$ cat config.mk
export PLATFORM = sky130hd
export DESIGN_NAME = branch_resolve_ctrl
export DESIGN_NICKNAME = d
export VERILOG_FILES = /design/src/rtl/branch_resolve_ctrl.sv
export SDC_FILE = /design/constraint.sdc
export NUM_CORES = 1
export LEC_CHECK = 0
export ABC_CLOCK_PERIOD_IN_PS = 3130
export CELL_PAD_IN_SITES_DETAIL_PLACEMENT = 1
export CELL_PAD_IN_SITES_GLOBAL_PLACEMENT = 1
export CORE_ASPECT_RATIO = 1.4
export CORE_MARGIN = 2
export CORE_UTILIZATION = 35
export CTS_BUF_LIST = sky130_fd_sc_hd__clkbuf_4 sky130_fd_sc_hd__clkbuf_8 sky130_fd_sc_hd__clkbuf_16
export DETAILED_ROUTE_END_ITERATION = 12
export PLACE_DENSITY = 0.75
export SLEW_MARGIN = 10
export SYNTH_ARGS = -nofsm -noshare
export SYNTH_HDL_FRONTEND = slang
export SYNTH_SLANG_ARGS = --single-unit
$ cat constraint.sdc
create_clock -name clk -period 3.13 [get_ports clk]
set_clock_uncertainty 0.2 [all_clocks]
set_input_delay 0.7825 -clock clk [delete_from_list [all_inputs] [get_ports clk]]
set_output_delay 0.7825 -clock clk [all_outputs]
set_load 0.02 [all_outputs]
$ cat src/rtl/branch_resolve_ctrl.sv
// Branch resolve controller for the ID-stage branch comparator.
// Detects operand hazards against EX/MEM producers, stalls the front end,
// selects MEM-stage forwarding for the comparator, flushes IF/ID on a taken
// branch, and counts resolved branches, taken branches and stall cycles.
//
// state   | meaning
// S_IDLE  | no branch waiting; a branch in ID either resolves or starts a stall
// S_STALL | branch in ID is stalled on an operand; wait counts stall cycles
module branch_resolve_ctrl #(
   parameter int CNT_W     = 16,
   parameter int MAX_STALL = 3
) (
   input  logic             clk,
   input  logic             reset_n,
   input  logic             id_valid,
   input  logic [2:0]       id_branch_op,
   input  logic [4:0]       id_rs,
   input  logic [4:0]       id_rt,
   input  logic             ex_reg_write,
   input  logic             ex_mem_read,
   input  logic [4:0]       ex_rd,
   input  logic             mem_reg_write,
   input  logic             mem_mem_read,
   input  logic [4:0]       mem_rd,
   input  logic             branch_taken,
   output logic             stall_pc,
   output logic             stall_if_id,
   output logic             bubble_id_ex,
   output logic             flush_if_id,
   output logic             fwd_a,
   output logic             fwd_b,
   output logic             branch_commit,
   output logic [CNT_W-1:0] branch_cnt,
   output logic [CNT_W-1:0] taken_cnt,
   output logic [CNT_W-1:0] stall_cnt,
   output logic             stall_err
);

   localparam int WAIT_W = (MAX_STALL < 1) ? 1 : $clog2(MAX_STALL + 1);
   localparam logic [WAIT_W-1:0] WAIT_ONE = WAIT_W'(1);
   localparam logic [WAIT_W-1:0] WAIT_MAX = WAIT_W'(MAX_STALL);
   localparam logic [CNT_W-1:0]  CNT_ONE  = CNT_W'(1);
   localparam logic [CNT_W-1:0]  CNT_MAX  = '1;

   typedef enum logic {S_IDLE, S_STALL} state_t;

   state_t            state;
   logic [WAIT_W-1:0] wait_q;
   logic [WAIT_W-1:0] wait_inc;
   logic              is_br, uses_rt, rs_nz, rt_nz;
   logic              haz_rs, haz_rt, hazard, resolve;

   // ex_mem_read is implied by ex_reg_write for a load, so EX hazards key on
   // reg_write alone; a MEM-stage ALU result is forwarded instead of stalled.
   always_comb begin
      is_br   = id_valid && (id_branch_op != 3'b000);
      uses_rt = (id_branch_op == 3'b001) || (id_branch_op == 3'b010);
      rs_nz   = (id_rs != 5'd0);
      rt_nz   = (id_rt != 5'd0);
      haz_rs  = rs_nz && ((ex_reg_write && (ex_rd == id_rs)) ||
                          (mem_mem_read && (mem_rd == id_rs)));
      haz_rt  = uses_rt && rt_nz && ((ex_reg_write && (ex_rd == id_rt)) ||
                                     (mem_mem_read && (mem_rd == id_rt)));
      hazard  = is_br && (haz_rs || haz_rt);
      resolve = is_br && !hazard;

      stall_pc      = hazard;
      stall_if_id   = hazard;
      bubble_id_ex  = hazard;
      branch_commit = resolve;
      flush_if_id   = resolve && branch_taken;

      fwd_a = is_br && mem_reg_write && !mem_mem_read && rs_nz && (mem_rd == id_rs);
      fwd_b = is_br && uses_rt && mem_reg_write && !mem_mem_read && rt_nz &&
              (mem_rd == id_rt);

      wait_inc = (wait_q >= WAIT_MAX) ? WAIT_MAX : wait_q + WAIT_ONE;
   end

   // Branch tracking FSM, saturating counters and sticky stall error.
   always_ff @(posedge clk or negedge reset_n) begin
      if (!reset_n) begin
         state      <= S_IDLE;
         wait_q     <= '0;
         branch_cnt <= '0;
         taken_cnt  <= '0;
         stall_cnt  <= '0;
         stall_err  <= 1'b0;
      end else begin
         if (resolve) begin
            if (branch_cnt != CNT_MAX) branch_cnt <= branch_cnt + CNT_ONE;
            if (branch_taken && (taken_cnt != CNT_MAX)) taken_cnt <= taken_cnt + CNT_ONE;
         end
         if (hazard && (stall_cnt != CNT_MAX)) stall_cnt <= stall_cnt + CNT_ONE;

         case (state)
            S_IDLE: begin
               if (hazard) begin
                  state  <= S_STALL;
                  wait_q <= WAIT_ONE;
                  if (MAX_STALL <= 1) stall_err <= 1'b1;
               end
            end
            S_STALL: begin
               if (hazard) begin
                  wait_q <= wait_inc;
                  if (wait_inc >= WAIT_MAX) stall_err <= 1'b1;
               end else begin
                  // resolved or killed: either way this branch instance is done
                  state  <= S_IDLE;
                  wait_q <= '0;
               end
            end
            default: begin
               state  <= S_IDLE;
               wait_q <= '0;
            end
         endcase
      end
   end

endmodule

==> out/results.tsv, run 1 <==
metric	value	unit
drt total wl	7.659	mm
die area	8884	µm²
# H-tree levels	2	
die width	80.24	µm
worst endpoint required time	2.15	ns
Crit-path slowest cell	nor4_1	
leakage power	0.001781	µW
dpl cell area	3938	µm²
Worst Hold Class	input port to async pin	
Post-route DRC	0	
area of the core	7845	µm²
total grt overflow	0	
commonest non-fill, non-tap cell in the layout	clkdlybuf4s50_1	
fmax	0.3221	GHz
FF-to-FF End	stall_cnt[7]$_DFFE_PN0P_	
first-pass GRT wire length	12.91	mm
WP depth	8	
Iter 0 DRT Violations	62	
part of the Yosys area used for sequential elements	0.4569	
syn_nets	315	
final instance area	4083	µm²
CTS max path bufs	2	
CP Buf/Inv Count	3	
crit-path leading delay family	simple AND/OR/NAND/NOR gates	
RePlAce Congestion	0.8124	
Final Util	0.5204	
setup slack after layout	0.02568	ns
startpoint types	input port	
Row Count	38	
commonest non-fill, non-tap cells in the layout	54 x clkdlybuf4s50_1, 52 x dfrtp_1, 32 x xnor2_1, 32 x nand3_1, 30 x xor2_1	
Worst Path Arrival	2.12	ns
DP Wirelength	5.872	mm
Slew @ Worst Pin	0.4657	ns
total number of vias	2504	
CTS Buf Count	5	
Reg2Reg Depth	6	
initial core utilization	0.3630	
vias in the first global route	2692	
IR drop worst, VDD	0.2710	mV
Post-Synthesis Cells	281	
crit-path cells	buf_8, xor2_1, nor4_1, nand4_1, and4_4, buf_6, nor2_4, buf_6	
fin crit share	0.9918	
Slew Limit Fails	0	
Cell Pwr Density	485.8	nW/µm²
final hold slack	0.2175	ns
maxcap violations	0	
via/cell ratio	5.100	
Slew headroom	0.6896	
CTS root buffer	clkbuf_8	
Worst-path clk slew	0.10	ns
Post-Syn Area	2848	µm²
CTS sink count	52	
FF-to-FF Start	stall_cnt[5]$_DFFE_PN0P_	
share of cells above drive strength 1	0.2174	
drt first pass iters	3	
crit-path max FO	5	
CP Class	input port to output port	
all-layer global routing usage	0.1796	
Worst path most repeated cell	buf_6	
final setup fails	0	
Post-DRT Antenna Nets	0	
Setup crit end	stall_pc	
pre-CTS setup slack	-0.9069	ns
post-synthesis cell type count	34	
TritonCTS clock tree	built	
crit path from	ex_rd[3]	
CP max stage delay	0.31	ns
ANT cells	0	
pin count of the biggest net entering global routing	20	
Worst-Skew Late Latency	0.30	ns
total power	1983	µW
status	finished, final reports clean	
Worst R2R Setup Slack	0.86	ns
hold_buf cts	0	
PortBufs	85	
final hold vios	0	
Mapped Avg Cell Area	10.13	µm²
Layout Nets	424	
final worst path period need	3.104	ns
unrepaired setup endpoints after global routing	yes	
io pins	87	
Area Overhead vs Synth	43.37	%
chip height	110.7	µm
number of synthesis warnings	0	
initial antenna violation count	0	
Crit. End Element	output port	
Routed WL per cell	15.60	µm
#FFs+latches synth	52	
[synthesized netlist by cell type (all sizes together)]
master  count  area share
a211oi      2      0.0070
a31o        2      0.0062
a31oi       2      0.0044
and2        3      0.0066
and3       13       0.029
and4        5       0.016
buf         8       0.020
clkbuf      1      0.0013
dfrtp      52        0.46
ha          3       0.013
inv         5      0.0066
mux2        4       0.017
nand2      15       0.020
nand3      32       0.056
nand4      19       0.042
nor2       17       0.022
nor3       18       0.032
nor3b       1      0.0026
nor4        6       0.015
nor4b       1      0.0053
o21ai       1      0.0018
o31a        1      0.0031
o31ai       1      0.0044
o32ai       1      0.0031
or3         3      0.0083
xnor2      33        0.10
xor2       32       0.098
[per-layer routing]
metal	part of all wire	vias up	global-route usage	wire (µm)
met2	0.54	61	0.3167	4125
met3	0.038	9	0.02850	290
met4	0.018	0	0.05763	138
met1	0.41	1227	0.2190	3105
met5	0	-	0	0
li1	-	1207	-	-
[sequential cells by signal, indices dropped and copies added (netlist names)]
signal	count
branch_cnt	16
stall_cnt	16
stall_err	1
state	1
taken_cnt	16
wait_q	2
[where the power goes]
part           switching, µW  internal, µW
Clock                    226           251
Combinational            304           321
Sequential               115           767
Total                    645          1340
[metrics by stage]
step | TNS [ns] | instances
6_report | 0 | 491
5_1_grt | -0.06499 | 491
4_1_cts | -0.02908 | 490
3_5_place_dp | -7.044 | 480
3_3_place_gp | -5.927 | 480
2_1_floorplan | 0 | 281
[layout make-up]
cell class	count	area [µm²]
clock buffers	6	76.32
well taps	100	125.1
repair buffers	111	984.7
flip-flops and latches	52	1301
inverters	5	18.77
multi-input cells	215	1538
fillers	895	3762
clock inverters	2	38.79
[what timing repair did]
item	CTS	global route
gates cloned	0	0
setup buffers	2	1
endpoints found under the hold margin	0	0
pin swaps	19	15
setup endpoints to repair	7	7
gates resized for setup	117	29
[worst min-delay path by stage]
stage,endpoint
after floorplan,branch_cnt[0]$_DFFE_PN0P_
after global placement,stall_cnt[8]$_DFFE_PN0P_
after detailed placement,stall_cnt[15]$_DFFE_PN0P_
after CTS,branch_cnt[14]$_DFFE_PN0P_
after global routing,wait_q[1]$_DFFE_PN0P_
final,wait_q[1]$_DFFE_PN0P_
[cells by family (layout without fill, tap and decap cells)]
logic type / after synthesis / count (layout) / synth area share
xor gates and xnor gates: 65 / 65 / 0.1999
buffers and inverters: 14 / 124 / 0.02812
muxes: 4 / 4 / 0.01713
and+or+nand+nor: 133 / 133 / 0.2548
adders and majority gates: 3 / 3 / 0.01318
DFF: 52 / 52 / 0.4569
AOI/OAI and AO/OA: 10 / 10 / 0.02988
Power figures use the tool's default switching activity.
==> run 2: changes to the inputs <==
Settings changed: ABC_AREA set to 1, CORE_UTILIZATION 35 to 36, PLACE_DENSITY 0.75 to 0.77, RECOVER_POWER set to 100.
==> run 2 against run 1 <==
Global-route usage up 4.4 points. Design area rose by 29%. Register-to-register slack worse by 0.10 ns. Highest routed layer unchanged. Non-clock buffer count is 23 higher. First-iteration DRC count grew 55%.
==> out/results.tsv, run 2 <==
metric	value	unit
Synth async-reset ratio	1.000	
top-count cell post-synth	nand2_1	
commonest non-fill, non-tap cells in the layout	200 x nand2_1, 55 x nor2_1, 54 x nand4_1, 52 x dfrtp_1, 49 x dlygate4sd3_1	
Post-synth EDFFs	0	
final setup fails	0	
area of the core	10410	µm²
Cell Int Power	1405	µW
crit-path cells	clkdlybuf4s15_1, nand2_1, nand2_1, nor2_1, nand2_1, nor2_2, inv_2, nand2_4, nand2_4, nand2_4, buf_6, nor2_2, buf_4	
Final Util	0.5048	
Post-Synthesis Cells	560	
biggest regs	branch_cnt: 16 flops, stall_cnt: 16 flops, taken_cnt: 16 flops	
CTS Buf Count	5	
die width	91.25	µm
all-layer global routing usage	0.2232	
CP max stage delay	0.21	ns
Seq pwr share	0.404	
Iter 0 DRT Violations	96	
Post-route DRC	0	
share of cells above drive strength 1	0.1669	
RePlAce Congestion	0.8664	
PortBufs	85	
post-synthesis cell type count	30	
initial core utilization	0.3687	
final hold vios	0	
fmax	0.3261	GHz
Mapped Avg Cell Area	6.850	µm²
fin crit share	0.9798	
first-pass GRT wire length	21.24	mm
IR drop worst, VDD	0.2252	mV
maxcap violations	0	
part of the Yosys area used for sequential elements	0.3392	
final worst path period need	3.067	ns
Routed WL per cell	15.37	µm
Worst-Skew Late Latency	0.30	ns
largest cells by area after synthesis	dfrtp_1 34%, nand2_1 20%, nand4_1 8.8%	
Cell Pwr Density	408.5	nW/µm²
Synth Flop Type	dfrtp_1	
Row Count	44	
Hold Path Stages	1	
Layout Nets	716	
DP Wirelength	9.303	mm
Worst Hold Class	flip-flop to flip-flop	
post-synth top area cell	dfrtp_1	
ANT cells	0	
footprint of the multi-input gates	2257	µm²
register area	1301	µm²
number of synthesis warnings	0	
Slew headroom	0.1149	
Slew @ Worst Pin	1.328	ns
crit-path max FO	4	
Worst R2R Setup Slack	0.76	ns
CTS max path bufs	2	
#FFs+latches synth	52	
Post-DRT Antenna Nets	0	
CP Class	input port to output port	
io pins	87	
fillers	1344	
combinational group share of total power	0.284	
Net Sw Frac	0.3453	
Crit-path slowest cell	clkdlybuf4s15_1	
initial antenna violation count	0	
Clock power frac	0.312	
drt total wl	12.62	mm
TritonCTS clock tree	built	
Worst Path Arrival	2.08	ns
final hold slack	0.2836	ns
Fin Setup TNS	0	ns
vias in the first global route	4484	
syn_nets	594	
CTS root buffer	clkbuf_16	
leakage power	0.002731	µW
chip height	126.1	µm
hold_buf cts	0	
drt first pass iters	4	
fin cells	821	
Area Overhead vs Synth	36.92	%
via/cell ratio	5.060	
Crit. End Element	output port	
worst endpoint required time	2.15	ns
top cells by count, synth	204 x nand2_1, 58 x nor2_1, 54 x nand4_1	
Post-Syn Area	3836	µm²
status	finished, final reports clean	
top cell type's share of synthesized area	0.3392	
placed cells	806	
Slew Limit Fails	0	
pin count of the biggest net entering global routing	53	
total number of vias	4154	
CTS sink count	52	
startpoint types	input port	
commonest non-fill, non-tap cell in the layout	nand2_1	
Worst-path clk slew	0.07	ns
total grt overflow	0	
die area	11510	µm²
# H-tree levels	2	
Reg2Reg Depth	10	
Psw	741.1	µW
-- run 2: kinds of logic (layout without fill, tap and decap cells) --
kind of cell    count (synthesis)  in the layout  synth area share
simple gates                  380            380            0.4524
buf+inv                        73            196           0.08513
flops                          52             52            0.3392
xor+xnor                       44             44            0.1005
compound gates                  8              8           0.01305
fa+ha+maj                       3              3          0.009786
-- run 2: final timing paths --
path                                     startpoint                         to
hold reg to reg               stall_err$_DFFE_PN0P_      stall_err$_DFFE_PN0P_
hold / removal                stall_err$_DFFE_PN0P_      stall_err$_DFFE_PN0P_
max in group asynchronous                   reset_n            state$_DFF_PN0_
min in group asynchronous                   reset_n  taken_cnt[11]$_DFFE_PN0P_
setup / recovery                           id_rt[1]              branch_commit
setup reg to reg           stall_cnt[0]$_DFFE_PN0P_  stall_cnt[11]$_DFFE_PN0P_
-- run 2: layout make-up --
type,count,area share
clock buffers,6,0.02644
clock inverters,2,0.007384
inverters,54,0.03907
multi-input cells,435,0.4297
flip-flops and latches,52,0.2477
well taps,138,0.03287
repair buffers,134,0.2168
-- run 2: power by group through the flow --
stage / Combinational [µW] / Sequential [µW] / Clock (µW)
2_1_floorplan: 274 / 918 / 0
3_3_place_gp: 613 / 877 / 0
3_5_place_dp: 641 / 878 / 0
4_1_cts: 642 / 871 / 691
5_1_grt: 677 / 884 / 704
6_report: 610 / 867 / 669
-- run 2: critical path: cells and delay by family --
kind / cells / cell delay, ns
buffers and inverters: 4 / 0.52
AND/OR/NAND/NOR: 9 / 0.78
-- run 2: per-stage QoR --
stage	worst slack, ns	total power [µW]	instance area (µm²)
finish	0.06326	2146	5253
global route	-0.04757	2265	5253
CTS	0.02205	2204	5293
detailed placement	-0.8249	1519	5071
global placement	-0.7927	1490	5071
floorplan	0.07605	1192	3836
-- run 2: timing repair --
action	4_1_cts	5_1_grt
pin swaps	9	7
buffers inserted	7	0
gates cloned	0	0
endpoints found under the setup margin	7	6
resized for setup	72	36
-- run 2: routing by layer --
metal | GRT usage | share of wire | wire (µm) | up-vias
met5 | 0 | 0 | 0 | -
met4 | 0.06952 | 0.013 | 165 | 0
met2 | 0.4218 | 0.54 | 6810 | 75
met3 | 0.02811 | 0.028 | 347 | 14
met1 | 0.2585 | 0.42 | 5290 | 2024
li1 | - | - | - | 2041
==> run 3: changes to the inputs <==
Settings changed: CORE_UTILIZATION 36 to 43, DONT_BUFFER_PORTS set to 1, HOLD_SLACK_MARGIN set to 0.06, PLACE_DENSITY 0.77 to 0.73.
==> run 3 against run 2 <==
First-iteration DRC count grew 27%. Count of clock-buffer cells in the layout is the same. Sequential share of layout area grew 7.2 points. Cell count shrank 19%. Critical path depth shrank 1. Non-clock buffer count shrank 122. Flip-flop and latch count is the same. Worst hold slack gained 0.073 ns. Power shrank 9.6%.
==> out/results.tsv, run 3 (synthesized netlist as in run 2, its figures left out) <==
metric	value	unit
TritonCTS clock tree	built	
# H-tree levels	2	
setup slack after layout	0.2180	ns
DP Wirelength	7.955	mm
total power	1940	µW
initial core utilization	0.4456	
startpoint types	input port	
commonest non-fill, non-tap cell in the layout	nand2_1	
Iter 0 DRT Violations	122	
Post-DRT Antenna Nets	0	
pre-CTS setup slack	0.1747	ns
post_cts resized	0	
IR drop worst, VDD	0.3241	mV
drt first pass iters	4	
crit-path leading delay family	simple AND/OR/NAND/NOR gates	
CP Class	input port to output port	
via/cell ratio	5.452	
Worst-path clk slew	0.07	ns
CP max stage delay	0.26	ns
final hold slack	0.3569	ns
final worst path period need	2.912	ns
chip height	115.8	µm
Worst-Skew Late Latency	0.30	ns
Layout Nets	594	
Crit. End Element	output port	
CTS max path bufs	2	
RePlAce Congestion	0.9138	
worst endpoint required time	2.15	ns
leakage power	0.002032	µW
Worst Hold Class	flip-flop to flip-flop	
vias in the first global route	3775	
Crit-path slowest cell	inv_2	
total grt overflow	0	
CP Buf/Inv Count	3	
all-layer global routing usage	0.2270	
Slew headroom	0.1019	
CTS Buf Count	5	
die area	9704	µm²
CTS sink count	52	
Fin Setup TNS	0	ns
Worst Path Arrival	1.93	ns
CTS root buffer	clkbuf_16	
io pins	87	
maxcap violations	0	
first-pass GRT wire length	18.00	mm
drt total wl	10.95	mm
unrepaired setup endpoints after global routing	no	
fmax	0.3434	GHz
total number of vias	3631	
Setup Buffers After CTS	0	
fin crit share	0.9304	
PortBufs	0	
status	finished, final reports clean	
biggest regs	branch_cnt: 16 flops, stall_cnt: 16 flops, taken_cnt: 16 flops	
Slew Limit Fails	0	
Routed WL per cell	16.45	µm
commonest non-fill, non-tap cells in the layout	204 x nand2_1, 59 x nor2_1, 55 x nand4_1, 52 x dfrtp_1, 47 x inv_1	
final setup fails	0	
Area Overhead vs Synth	5.969	%
crit-path max FO	5	
area of the core	8608	µm²
Post-route DRC	0	
fillers	1167	
ANT cells	0	
initial antenna violation count	0	
Slew @ Worst Pin	1.347	ns
Worst path most repeated cell	nand2_1	
crit-path cells	inv_1, nand2_1, nand2_1, nor2_1, nand2_1, nor2_2, inv_2, nand2_1, nand2_2, nand2_2, nand2_2, inv_2	
die width	83.83	µm
hold_buf cts	1	
Cell Pwr Density	477.3	nW/µm²
pin count of the biggest net entering global routing	53	
Final Util	0.4722	
Row Count	40	
final hold vios	0	
share of cells above drive strength 1	0.06774	
[run 3: tightest hold or removal path, delay by kind of cell, from the launching register on]
family | cells | cell delay, ns
flops | 1 | 0.38
compound gates | 1 | 0.07
simple gates | 1 | 0.07
[run 3: where the power goes]
| part | leakage (µW) | internal [µW] | switching (µW) |
|---|---|---|---|
| clock network | 0.0000871 | 401 | 262 |
| logic | 0.00124 | 121 | 201 |
| registers | 0.000710 | 741 | 214 |
[run 3: final timing paths]
check                                         startpoint                        end  slack [ns]  cells after the start
worst max register to register  stall_cnt[0]$_DFFE_PN0P_  stall_cnt[15]$_DFFE_PN0P_        0.30                      9
worst max-delay path                            id_rt[2]               bubble_id_ex        0.22                     12
worst min-delay path                     state$_DFF_PN0_      stall_err$_DFFE_PN0P_        0.36                      2
min in group asynchronous                        reset_n  stall_cnt[13]$_DFFE_PN0P_        0.59                      1
worst min register to register           state$_DFF_PN0_      stall_err$_DFFE_PN0P_        0.36                      2
max in group asynchronous                        reset_n  stall_cnt[14]$_DFFE_PN0P_        1.33                      1
[run 3: final cells by class]
| type | instances | area, µm² | area share |
|---|---|---|---|
| repair buffers | 12 | 77.57 | 0.01908 |
| clock buffers | 6 | 138.9 | 0.03416 |
| clock inverters | 2 | 38.79 | 0.009541 |
| well taps | 105 | 131.4 | 0.03232 |
| multi-input cells | 435 | 2175 | 0.5349 |
| inverters | 54 | 202.7 | 0.04986 |
| flip-flops and latches | 52 | 1301 | 0.3201 |
[run 3: per-layer routing]
metal	up-vias	GRT usage	share of wire	wire, µm
met5	-	0	0	0
met4	0	0.06882	0.014	148
met3	13	0.04131	0.034	368
met2	62	0.4213	0.53	5832
met1	1762	0.2666	0.42	4604
li1	1794	-	-	-
[run 3: per-stage QoR]
step / instance area, µm² / cells
after floorplan: 3836 / 560
after global placement: 3926 / 657
after global routing: 4065 / 666
final: 4065 / 666
after detailed placement: 3926 / 657
after CTS: 4131 / 666
